===== config.mk =====
export PLATFORM = sky130hd
export DESIGN_NAME = uart_tx_fifo
export DESIGN_NICKNAME = d
export VERILOG_FILES = /design/src/rtl/uart_tx_fifo.sv
export SDC_FILE = /design/constraint.sdc
export NUM_CORES = 1
export LEC_CHECK = 0
export ABC_AREA = 1
export CAP_MARGIN = 40
export CELL_PAD_IN_SITES_DETAIL_PLACEMENT = 1
export CELL_PAD_IN_SITES_GLOBAL_PLACEMENT = 1
export CORE_AREA = 2 2 138 140
export DETAILED_ROUTE_END_ITERATION = 6
export DIE_AREA = 0 0 140 142
export PLACE_DENSITY = 0.73
export RECOVER_POWER = 25
export SKIP_CTS_REPAIR_TIMING = 1
export SLEW_MARGIN = 25
export SYNTH_ARGS = -nofsm -noshare
export SYNTH_HDL_FRONTEND = slang
export SYNTH_SLANG_ARGS = --single-unit

===== constraint.sdc =====
create_clock -name CLK -period 5.14 [get_ports CLK]
set_clock_uncertainty 0.2 [all_clocks]
set_input_delay 1.028 -clock CLK [delete_from_list [all_inputs] [get_ports CLK]]
set_output_delay 1.028 -clock CLK [all_outputs]
set_load 0.005 [all_outputs]

===== src/rtl/uart_tx_fifo.sv =====
// uart_tx_fifo
//
// UART transmitter fed by a small transmit queue. A producer pushes characters
// with WR_EN. The serialiser pops them one at a time and sends each as a frame:
// a start bit, the data bits LSB first, an optional parity bit, then one or two
// stop bits. If the queue is not empty when the last stop bit ends, the next
// frame starts immediately with no idle gap on the line.
//
// Ports
//   CLK       single clock, all state changes on its rising edge
//   RESET     asynchronous, active-high; aborts any frame and flushes the queue
//   WR_DATA   character to enqueue
//   WR_EN     enqueue strobe
//   FULL      queue holds FIFO_DEPTH entries
//   EMPTY     queue holds no entries
//   LEVEL     current queue occupancy
//   OVERFLOW  one-cycle pulse after a write was attempted while FULL
//   BUSY      a frame is on the line
//   DONE      one-cycle pulse after the last stop bit of a frame
//   TXD       serial output, idle high

module uart_tx_fifo #(
   parameter int DATA_BITS    = 8,
   parameter int PARITY       = 0,
   parameter int STOP_BITS    = 1,
   parameter int CLKS_PER_BIT = 16,
   parameter int FIFO_DEPTH   = 16
) (
   input  logic                        CLK,
   input  logic                        RESET,
   input  logic [DATA_BITS-1:0]        WR_DATA,
   input  logic                        WR_EN,
   output logic                        FULL,
   output logic                        EMPTY,
   output logic [$clog2(FIFO_DEPTH):0] LEVEL,
   output logic                        OVERFLOW,
   output logic                        BUSY,
   output logic                        DONE,
   output logic                        TXD
);

   localparam int PTR_W = $clog2(FIFO_DEPTH);
   localparam int LVL_W = PTR_W + 1;
   localparam int CNT_W = (CLKS_PER_BIT > 1) ? $clog2(CLKS_PER_BIT) : 1;

   localparam logic [PTR_W-1:0] PTR_ONE   = PTR_W'(1);
   localparam logic [LVL_W-1:0] LVL_ONE   = LVL_W'(1);
   localparam logic [LVL_W-1:0] LVL_FULL  = LVL_W'(FIFO_DEPTH);
   localparam logic [CNT_W-1:0] CNT_ONE   = CNT_W'(1);
   localparam logic [CNT_W-1:0] CNT_LAST  = CNT_W'(CLKS_PER_BIT - 1);
   localparam logic [2:0]       BIT_LAST  = 3'(DATA_BITS - 1);
   localparam logic             STOP_LAST = (STOP_BITS == 2);

   typedef enum logic [2:0] {
      ST_IDLE,
      ST_START,
      ST_DATA,
      ST_PARITY,
      ST_STOP
   } state_t;

   state_t               state;
   logic [DATA_BITS-1:0] mem [FIFO_DEPTH];
   logic [PTR_W-1:0]     wr_ptr;
   logic [PTR_W-1:0]     rd_ptr;
   logic [LVL_W-1:0]     level;
   logic [CNT_W-1:0]     baud_cnt;
   logic [2:0]           bit_cnt;
   logic                 stop_cnt;
   logic [DATA_BITS-1:0] shift_reg;
   logic                 parity_bit;

   logic [DATA_BITS-1:0] head;
   logic                 head_parity;
   logic                 baud_tc;
   logic                 frame_end;
   logic                 push;
   logic                 pop;

   assign FULL  = (level == LVL_FULL);
   assign EMPTY = (level == '0);
   assign LEVEL = level;

   assign head        = mem[rd_ptr];
   assign head_parity = (PARITY == 2) ? ~(^head) : (^head);

   assign baud_tc   = (baud_cnt == CNT_LAST);
   assign frame_end = (state == ST_STOP) && baud_tc && (stop_cnt == STOP_LAST);

   // FULL is the registered occupancy, so a pop on the same edge never makes
   // room for a write. The serialiser pops either from idle or on the final
   // stop-bit cycle, which is what gives back-to-back frames with no gap.
   assign push = WR_EN && !FULL;
   assign pop  = !EMPTY && ((state == ST_IDLE) || frame_end);

   // Queue storage carries no reset; only the pointers and occupancy define
   // which entries are valid.
   always_ff @(posedge CLK) begin
      if (push) begin
         mem[wr_ptr] <= WR_DATA;
      end
   end

   always_ff @(posedge CLK or posedge RESET) begin
      if (RESET) begin
         wr_ptr   <= '0;
         rd_ptr   <= '0;
         level    <= '0;
         OVERFLOW <= 1'b0;
      end else begin
         OVERFLOW <= WR_EN && FULL;
         if (push) begin
            wr_ptr <= wr_ptr + PTR_ONE;
         end
         if (pop) begin
            rd_ptr <= rd_ptr + PTR_ONE;
         end
         case ({push, pop})
            2'b10:   level <= level + LVL_ONE;
            2'b01:   level <= level - LVL_ONE;
            default: level <= level;
         endcase
      end
   end

   // Frame sequencer. The output bit for the next bit period is registered on
   // the same edge the state advances, so TXD changes exactly on bit
   // boundaries. Parity is computed from the head entry as it is popped, so
   // the shifting data register never has to be re-read.
   always_ff @(posedge CLK or posedge RESET) begin
      if (RESET) begin
         state      <= ST_IDLE;
         baud_cnt   <= '0;
         bit_cnt    <= '0;
         stop_cnt   <= 1'b0;
         shift_reg  <= '0;
         parity_bit <= 1'b0;
         TXD        <= 1'b1;
         BUSY       <= 1'b0;
         DONE       <= 1'b0;
      end else begin
         DONE <= 1'b0;
         if (state != ST_IDLE) begin
            baud_cnt <= baud_tc ? '0 : baud_cnt + CNT_ONE;
         end
         case (state)
            ST_IDLE: begin
               if (pop) begin
                  shift_reg  <= head;
                  parity_bit <= head_parity;
                  bit_cnt    <= '0;
                  baud_cnt   <= '0;
                  TXD        <= 1'b0;
                  BUSY       <= 1'b1;
                  state      <= ST_START;
               end else begin
                  TXD  <= 1'b1;
                  BUSY <= 1'b0;
               end
            end
            ST_START: begin
               if (baud_tc) begin
                  TXD   <= shift_reg[0];
                  state <= ST_DATA;
               end
            end
            ST_DATA: begin
               if (baud_tc) begin
                  if (bit_cnt == BIT_LAST) begin
                     if (PARITY != 0) begin
                        TXD   <= parity_bit;
                        state <= ST_PARITY;
                     end else begin
                        TXD      <= 1'b1;
                        stop_cnt <= 1'b0;
                        state    <= ST_STOP;
                     end
                  end else begin
                     TXD       <= shift_reg[1];
                     shift_reg <= shift_reg >> 1;
                     bit_cnt   <= bit_cnt + 3'd1;
                  end
               end
            end
            ST_PARITY: begin
               if (baud_tc) begin
                  TXD      <= 1'b1;
                  stop_cnt <= 1'b0;
                  state    <= ST_STOP;
               end
            end
            ST_STOP: begin
               if (baud_tc) begin
                  if (stop_cnt == STOP_LAST) begin
                     DONE <= 1'b1;
                     if (pop) begin
                        shift_reg  <= head;
                        parity_bit <= head_parity;
                        bit_cnt    <= '0;
                        TXD        <= 1'b0;
                        state      <= ST_START;
                     end else begin
                        TXD   <= 1'b1;
                        BUSY  <= 1'b0;
                        state <= ST_IDLE;
                     end
                  end else begin
                     stop_cnt <= 1'b1;
                  end
               end
            end
            default: begin
               TXD   <= 1'b1;
               BUSY  <= 1'b0;
               state <= ST_IDLE;
            end
         endcase
      end
   end

endmodule

==> qor.csv <==
stage,metric,value,unit
route,routed metal-1 wire length,7.50,mm
placed_design,Placed Instances,941,
timing,Slew Limit Fails,0,
critical_path,worst-path cell chain,nor2_1 > clkinv_1 > a21oi_1 > nand2_1 > inv_1 > ha_1 > xor2_1 > ha_1 > inv_1 > nand2_1 > nand3_1 > nand2_1 > xor2_1 > nand2_1 > nand2_1,
power_and_ir_drop,Sw Share,0.249,
finish,fraction of layout instances using a drive strength above 1,0.0649,
clock_tree,root buf cell,clkbuf_16,
route,met3 WL,500,µm
timing,Final setup violation count,0,
power_and_ir_drop,P_int,2.54,mW
critical_path,crit-path max FO,7,
floorplan,core area,0.0185,mm²
synth,multiplexer share of the synthesized area,0,
finish,"most common cell after layout, fill and taps aside",nand2_1,
route,highest routed layer,met4,
route,Vias,4966,
placed_design,RePlAce Congestion,0.853,
power_and_ir_drop,Leak,3.46,nW
route,DR WL/cell,18.6,µm
power_and_ir_drop,sequential power share,0.484,
critical_path,critical path capture point type,flip-flop,
power_and_ir_drop,Psw,0.840,mW
route,Iteration-0 DRC Markers,261,
critical_path,Startpoint Class,flip-flop,
finish,max reg flops,128,
synth,XOR/XNOR share of the synthesized area,0.0146,
clock_tree,Skew-Pair Late Insertion Delay,0.42,ns
clock_tree,CTS Sinks,163,
power_and_ir_drop,Comb power frac,0.113,
synth,Yosys cell types,34,
power_and_ir_drop,Clk network pwr share,0.403,
floorplan,Starting Density,0.390,
timing,Final period util,0.632,
clock_tree,CTS buffer count,17,
critical_path,CP required,5.31,ns
grt,largest net degree at the start of global routing,71,
floorplan,die area,0.0199,mm²
route,Vias per Instance,5.10,
grt,first-pass GRT wire length,28.8,mm
floorplan,Die Ht,142,µm
finish,nets,750,
synth,syn nets,731,
route,drt drc,0,
synth,Post-Synth Simple-Gate Area,0.219,
finish,most frequent cells in the layout,"nand2_1, edfxtp_1, nand3_1, inv_1, nor2_1",
critical_path,WP data arrival,3.42,ns
synth,Adder-Cell Fraction of Synth Area,0.0209,
critical_path,R2R depth,15,
critical_path,most frequent CP cell,nand2_1,
finish,final std cells w/o fill,974,
grt,GRT overflow,0,
clock_tree,Clock Tree Buf Depth,2,
synth,Synth Area in Compound Gates,0.0334,
power_and_ir_drop,pwr dens,409,mW/mm²
job,Max Cap Violations,0,
synth,synthesized area,0.00720,mm²
grt,initial antenna violation count,0,
hold_path,Worst Hold Depth,2,
critical_path,Max stage delay on crit path,0.46,ns
route,met2 WL,9.80,mm
critical_path,Critical-path top delay cell,dfrtp_1,
critical_path,Buf/Inv on CP,3,
hold_path,Hold Path Class,reg2reg,
clock_tree,clk slew on worst S/H paths,0.07,ns
timing,min Tclk post-route,3.25,ns
timing,worst hold slack,0.281,ns
timing,Peak Freq,308,MHz
grt,global-route usage over all layers,0.193,
power_and_ir_drop,maximum vdd drop,255,µV
synth,Yosys reg bits,163,
critical_path,crit-path leading delay family,simple AND/OR/NAND/NOR gates,
placed_design,IO buf count,21,
synth,sequential share of the synthesized area,0.656,
run_status,status,finished clean,
clock_tree,TritonCTS clock tree,yes,
timing,Slew headroom,0.154,
synth,Mapped Cells,708,
floorplan,Horiz. Die Dim,140,µm
timing,RSZ-0062 raised after global routing,false,
route,remaining antenna violation count,0,
timing,TNS Setup,0,ns
synth,largest family of logic cells by synthesized area,simple AND/OR/NAND/NOR gates,
finish,synthesis-to-finish area growth,14.8,%
critical_path,CP Class,reg2reg,
floorplan,io pins,22,
placed_design,Final HPWL DP,12.2,mm
critical_path,total stage count of the critical path,15,
finish,FILL cells,2006,
floorplan,cell row count,50,
finish,Seq. cell area,0.00472,mm²
clock_tree,H-tree Lvls,4,
synth,synth warn,0,
finish,n_diodes,0,
timing,Final Hold Vio Count,0,
synth,"Avg Cell Area, Syn",10.2,µm²
finish,multi-input logic area,0.00206,mm²
route,Total Wirelength,18.1,mm
grt,number of global-route vias before repair,5452,
route,Pre-antenna DRT Iters,4,
timing,worst slew pin tran,1.27,ns
[power groups by stage]
stage	registers [mW]	clock network, mW	logic, mW
floorplan	1.64	0	0.217
global placement	1.65	0	0.363
detailed placement	1.66	0	0.383
CTS	1.63	1.37	0.388
global route	1.64	1.43	0.430
finish	1.63	1.36	0.382
[cell usage after synthesis]
cell type | n | area share
inv_2 | 5 | 0.0026
or2_1 | 1 | 0.00087
xnor2_1 | 2 | 0.0024
a22o_1 | 1 | 0.0012
nand4_1 | 7 | 0.0061
inv_1 | 69 | 0.036
o21ai_0 | 18 | 0.013
nand2_1 | 214 | 0.11
o211ai_1 | 4 | 0.0042
nand3b_1 | 1 | 0.0010
edfxtp_1 | 128 | 0.53
clkinv_1 | 1 | 0.00052
nor2_1 | 59 | 0.031
nand3_1 | 81 | 0.056
clkbuf_1 | 10 | 0.0052
nor2_4 | 1 | 0.0016
a21oi_1 | 10 | 0.0070
or2_2 | 1 | 0.00087
nand2_2 | 1 | 0.00087
buf_6 | 1 | 0.0016
o21ai_1 | 8 | 0.0056
buf_2 | 10 | 0.0070
nor2_2 | 6 | 0.0052
o21bai_1 | 1 | 0.0010
ha_1 | 12 | 0.021
nand3_4 | 1 | 0.0024
dfrtp_1 | 34 | 0.12
buf_1 | 5 | 0.0026
buf_4 | 1 | 0.0010
xor2_1 | 10 | 0.012
nor3_1 | 2 | 0.0014
o22ai_1 | 1 | 0.00087
a21boi_0 | 1 | 0.0010
dfstp_2 | 1 | 0.0037
[kinds of logic after synthesis]
family / after synthesis
compound gates: 44
xor+xnor: 12
fa+ha+maj: 12
buf+inv: 102
flops: 163
simple gates: 375
[layer usage]
layer | up-vias | GRT usage
met5 | - | 0
met4 | 0 | 0.0611
li1 | 2380 | -
met1 | 2478 | 0.224
met2 | 86 | 0.362
met3 | 22 | 0.0380
[worst reg2reg max path, delay by kind of cell (launching register included)]
kind / cells / cell delay (ns)
AO/OA/AOI/OAI: 1 / 0.14
buffers and inverters: 3 / 0.54
adder cells (fa/ha/maj): 2 / 0.54
XOR/XNOR: 2 / 0.41
flip-flops: 1 / 0.46
AND/OR/NAND/NOR: 7 / 0.93
[metrics by stage]
stage	worst slack, ns	total power [mW]	instance area (µm²)	util
global placement	1.96	2.02	7600	0.412
global route	1.61	3.50	8260	0.448
detailed placement	1.85	2.04	7640	0.414
finish	1.89	3.38	8260	0.448
floorplan	2.63	1.86	7200	-
CTS	1.96	3.40	8270	0.448
[path summary, 6_finish.rpt]
path | start | end | slack, ns
max | state[1]$_DFFE_PP0P_ | LEVEL[4]$_DFFE_PP0P_ | 1.89
min | shift_reg[4]$_DFFE_PP0P_ | shift_reg[4]$_DFFE_PP0P_ | 0.28
max reg2reg | state[1]$_DFFE_PP0P_ | LEVEL[4]$_DFFE_PP0P_ | 1.89
min reg2reg | shift_reg[4]$_DFFE_PP0P_ | shift_reg[4]$_DFFE_PP0P_ | 0.28
max in group asynchronous | RESET | rd_ptr[0]$_DFFE_PP0N_ | 2.20
min in group asynchronous | RESET | OVERFLOW$_DFF_PP0_ | 0.90
[final cells by class]
type | instances | area share
clock buffers | 21 | 0.0557
multi-input cells | 443 | 0.250
well taps | 234 | 0.0354
repair buffers | 27 | 0.0324
clock inverters | 11 | 0.0210
flip-flops and latches | 163 | 0.571
inverters | 75 | 0.0341
(Power assumes the default switching activity.)
==> edit 1 (same settings) <==
`CLKS_PER_BIT`: 16 -> 32.
--- a/src/rtl/uart_tx_fifo.sv
+++ b/src/rtl/uart_tx_fifo.sv
@@ -23,7 +23,7 @@
    parameter int DATA_BITS    = 8,
    parameter int PARITY       = 0,
    parameter int STOP_BITS    = 1,
-   parameter int CLKS_PER_BIT = 16,
+   parameter int CLKS_PER_BIT = 32,
    parameter int FIFO_DEPTH   = 16
 ) (
    input  logic                        CLK,
Formal check against the unedited RTL: same outputs for any inputs over 10 cycles, from zero or initial values and one cycle with RESET high; that may be too few to reach the edited logic, so the function may still have changed.
==> edit 1 against the original RTL <==
The run now ends with capacitance limit, slew limit left. Clock power is 13% lower. Non-clock buffer count rose by 5. Sequential cell count increased by 1. Global-route usage up 0.60 points. Synthesized area rose by 0.52%. Routed wire length grew 2.8%. Design area up 0.15%. Setup slack improved by 16 ps. Register-to-register slack better by 90 ps. Maximum frequency is 0.50% higher. Power is 5.0% lower. Critical path depth shrank 12. Die area stayed put. Critical endpoint is now rd_ptr[0]$_DFFE_PP0N_.
==> edit 1: results (changes against the original RTL) <==
| Metric | Value |
|---|---|
| Status | `finished, violations left (was finished clean)` |
| Violated checks | `capacitance limit, slew limit` |
| Post-detail-place hpwl | `12.27 mm (was 12.15 mm)` |
| Critical hold path startpoint | `shift_reg[6]$_DFFE_PP0P_ (was shift_reg[4]$_DFFE_PP0P_)` |
| R2r worst-path depth | `17 (was 15)` |
| Cell count after placement | `936 (was 941)` |
| Yosys cell types | `32 (was 34)` |
| CP Capture Point | `rd_ptr[0]$_DFFE_PP0N_ (was LEVEL[4]$_DFFE_PP0P_)` |
| CP top delay family | `buffers and inverters (was simple AND/OR/NAND/NOR gates)` |
| Max-slew violations | `37 (was 0)` |
| Hold slack | `286.2 ps (was 281.2 ps)` |
| Iter 0 DRT Violations | `346 (was 261)` |
| Post-DP Area | `7691 µm² (was 7636 µm²)` |
| Syn avg cell area | `10.31 µm² (was 10.17 µm²)` |
| Crit Path Max Fanout | `36 (was 7)` |
| Non-filler cells, final | `971 (was 974)` |
| Slew @ Worst Pin | `1966 ps (was 1270 ps)` |
| Placer Congestion | `0.8887 (was 0.8526)` |
| Routed wl met3 | `695 µm (was 500 µm)` |
| Met3 usage | `4.677% (was 3.802%)` |
| Met1 Use GR | `25.60% (was 22.44%)` |
| First-pass GRT wire length | `29.84 mm (was 28.84 mm)` |
| CP max stage cell | `clkbuf_1 (was dfrtp_1)` |
| Most frequent cells after synthesis | `nand2_1 (200), edfxtp_1 (128), nand3_1 (78) (was nand2_1 (214), edfxtp_1 (128), nand3_1 (81))` |
| Fillers | `2005 (was 2006)` |
| Met2 usage | `33.39% (was 36.17%)` |
| Met2 wire length | `9.489 mm (was 9.800 mm)` |
| CP startpoint | `RESET (was state[1]$_DFFE_PP0P_)` |
| Ys async rst share | `21.95% (was 21.47%)` |
| Period utilization | `62.93% (was 63.24%)` |
| Vias/cell | `5.133 (was 5.099)` |
| Max IR drop VDD | `0.0002672 V (was 0.0002548 V)` |
| Pint | `2360 µW (was 2535 µW)` |
| R2r startpoint | `baud_cnt[0]$_DFF_PP0_ (was state[1]$_DFFE_PP0P_)` |
| Post-synth net total | `726 (was 731)` |
| Dpl ws | `1835 ps (was 1850 ps)` |
| GRT Util Overall | `19.95% (was 19.35%)` |
| Largest net degree at the start of global routing | `73 (was 71)` |
| Max_cap viols | `1 (was 0)` |
## edit 1: cell types whose count changed in the layout (fill, tap and decap cells not counted), sizes merged, moves of 3 or more
cell,delta
o21ai,+3
clkinvlp,+3
clkdlybuf4s50,-3
nand2,-12
clkbuf,-3
bufinv,-3
inv,-5
buf,+5
dlygate4sd3,+3
nand3,-4
nor2,+9
## edit 1: power by group through the flow
stage | combinational [µW] | sequential (µW) | clock (µW)
finish | 386 | 1640 | 1180
global route | 429 | 1650 | 1260
CTS | 389 | 1640 | 1200
detailed placement | 383 | 1660 | 0
global placement | 364 | 1660 | 0
floorplan | 214 | 1640 | 0
## edit 1: logic make-up after synthesis
logic type,synth area share [%]
compound gates,4.011
xor+xnor,1.694
fa+ha+maj,2.248
buf+inv,5.428
flops,65.58
simple gates,21.04
## edit 1: cell type report
type	count	area share (%)
inverter	70	3.175
multi-input combinational	441	25.33
tap	234	3.538
clock inverter	12	1.315
clock buffer	18	5.186
timing repair buffer	32	4.097
sequential	164	57.36
==> edit 2 (config.mk and constraints unchanged) <==
Without the edit above. Put one more register stage on the output `OVERFLOW`, without a reset. The value now appears one clock later. The other outputs are not delayed to match. Comments in the files are not updated.
--- a/src/rtl/uart_tx_fifo.sv
+++ b/src/rtl/uart_tx_fifo.sv
@@ -59,6 +59,8 @@
       ST_STOP
    } state_t;
 
+   logic OVERFLOW_s0;
+
    state_t               state;
    logic [DATA_BITS-1:0] mem [FIFO_DEPTH];
    logic [PTR_W-1:0]     wr_ptr;
@@ -106,9 +108,9 @@
          wr_ptr   <= '0;
          rd_ptr   <= '0;
          level    <= '0;
-         OVERFLOW <= 1'b0;
+         OVERFLOW_s0 <= 1'b0;
       end else begin
-         OVERFLOW <= WR_EN && FULL;
+         OVERFLOW_s0 <= WR_EN && FULL;
          if (push) begin
             wr_ptr <= wr_ptr + PTR_ONE;
          end
@@ -218,4 +220,8 @@
       end
    end
 
+   always_ff @(posedge CLK) begin
+      OVERFLOW <= OVERFLOW_s0;
+   end
+
 endmodule
Function: same outputs for any inputs over 10 cycles, from zero or initial values and one cycle with RESET high; that may be too few to reach the edited logic, so the function may still have changed.
==> edit 2 against the original RTL <==
The run now ends with capacitance limit, slew limit left. Synthesized area grew 0.28%. Clock power down 8%. Routed wire length fell by 0.51%. Setup slack got worse by 15 ps. Design area is 0.38% lower. Sequential cell count increased by 1. Power shrank 2.8%. Non-clock buffer count is 1 higher.
==> edit 2: results (changes against the original RTL) <==
| Metric | Value |
|---|---|
| Iter 0 DRT Violations | `260 (was 261)` |
| Sequential power share | `50.2% (was 48.4%)` |
| Max reg flops | `128 (unchanged)` |
| H-tree depth | `4 (unchanged)` |
| Fillers | `2021 (was 2006)` |
| CTS max path bufs | `2 (unchanged)` |
| Post-synth net total | `732 (was 731)` |
| Status | `finished, violations left (was finished clean)` |
| Clock power frac | `38.1% (was 40.3%)` |
| Detail Route Antenna Nets | `0 (unchanged)` |
| Max-slew violations | `36 (was 0)` |
| Most frequent cells after synthesis | `nand2_1 (214), edfxtp_1 (128), nand3_1 (81) (unchanged)` |
| # port buffers | `21 (unchanged)` |
| Violated checks | `capacitance limit, slew limit` |
| Worst-path clk slew | `70 ps (about the same)` |
| Largest cells by area after synthesis | `edfxtp_1 (53%), dfrtp_1 (12%), nand2_1 (11%), nand3_1 (5.6%), inv_1 (3.6%) (unchanged)` |
| Post-Syn Instances | `709 (was 708)` |
| Fin Setup TNS | `0 ps (unchanged)` |
| CTS root buf | `clkbuf_16 (unchanged)` |
| Arr. time, crit path | `3050 ps (was 3420 ps)` |
| Largest stage delay on the critical path | `1440 ps (was 460 ps)` |
| GRT Util Overall | `19.26% (was 19.35%)` |
| Post-synth top flop | `edfxtp_1 (unchanged)` |
| CP max stage cell | `clkbuf_1 (was dfrtp_1)` |
| Fin nets | `752 (was 750)` |
| ANT cells | `0 (unchanged)` |
| Switching share of power | `26.28% (was 24.90%)` |
| Sw power | `862.2 µW (was 840.3 µW)` |
| Number of synthesized flops with an enable pin | `128 (unchanged)` |
| Pre-antenna DRT Iters | `6 (was 4)` |
| CTS Buf Count | `17 (unchanged)` |
| Crit Path Max Fanout | `35 (was 7)` |
| Non-filler cells, final | `976 (was 974)` |
| YS warnings | `0 (unchanged)` |
| Number of global-route vias before repair | `5400 (was 5452)` |
| Via Count | `4969 (was 4966)` |
| Leakage | `0.003434 µW (was 0.003462 µW)` |
| Seq/Total Area, Yosys | `65.67% (was 65.57%)` |
| Total wire length | `18.04 mm (was 18.13 mm)` |
| CP top delay family | `buffers and inverters (was simple AND/OR/NAND/NOR gates)` |
| Cell count after placement | `942 (was 941)` |
| Clk_lat worst skew | `430 ps` |
| Dpl ws | `1867 ps (was 1850 ps)` |
| Post-detail-place hpwl | `12.16 mm (was 12.15 mm)` |
| Antenna violations before repair | `0 (unchanged)` |
| Post-DP Area | `7656 µm² (was 7636 µm²)` |
| Yosys cell types | `35 (was 34)` |
| Slew @ Worst Pin | `2012 ps (was 1270 ps)` |
| Max IR drop VDD | `0.0002412 V (was 0.0002548 V)` |
| Max_cap viols | `1 (was 0)` |
| Ys async rst share | `21.34% (was 21.47%)` |
| Share of layout cells above drive strength 1 | `6.469% (was 6.486%)` |
| Hold Crit Class | `flip-flop to flip-flop (unchanged)` |
| Largest net degree at the start of global routing | `71 (unchanged)` |
| Placer Congestion | `0.8666 (was 0.8526)` |
==> edit 2: worst reg2reg max path: cells and delay by family, from the launching register on <==
kind,cells,cell delay [ps]
DFF,1,450
adders and majority gates,2,520
xor gates and xnor gates,2,380
buffers and inverters,3,450
and+or+nand+nor,7,860
AOI/OAI and AO/OA,1,120
==> edit 2: metal layers <==
layer | share of wire, % | up-vias | GRT usage, % | routed length [µm]
met4 | 3.0 | 0 | 8.772 | 550
met5 | 0 | - | 0 | 0
met2 | 53 | 90 | 34.28 | 9497
met3 | 2.5 | 41 | 3.533 | 443
li1 | - | 2374 | - | -
met1 | 42 | 2464 | 22.86 | 7551
==> edit 2: area by class of cell <==
class / instances / area (µm²) / share of cell area (%)
tap: 234 / 292.8 / 3.557
multi-input combinational: 443 / 2064 / 25.08
sequential: 164 / 4742 / 57.61
inverter: 75 / 281.5 / 3.420
timing repair buffer: 28 / 271.5 / 3.298
clock buffer: 17 / 425.4 / 5.168
clock inverter: 15 / 153.9 / 1.870
==> edit 2: final timing paths <==
check                                            from                    end  slack, ps  depth (start not counted)
worst max-delay path                            RESET  rd_ptr[0]$_DFFE_PP0N_       1870                          3
worst min-delay path            OVERFLOW_s0$_DFF_PP0_       OVERFLOW$_DFF_P_        150                          0
worst max register to register   state[1]$_DFFE_PP0P_   LEVEL[4]$_DFFE_PP0P_       2110                         15
worst min register to register  OVERFLOW_s0$_DFF_PP0_       OVERFLOW$_DFF_P_        150                          0
max in group CLK                 LEVEL[0]$_DFFE_PP0P_                  EMPTY       1940                          4
min in group asynchronous                       RESET   LEVEL[1]$_DFFE_PP0P_       1570                          3
==> edit 2: kinds of logic after synthesis <==
group	share of synthesized area, %
xor gates and xnor gates	1.456
and+or+nand+nor	21.84
buffers and inverters	5.633
DFF	65.67
adders and majority gates	2.080
AOI/OAI and AO/OA	3.328
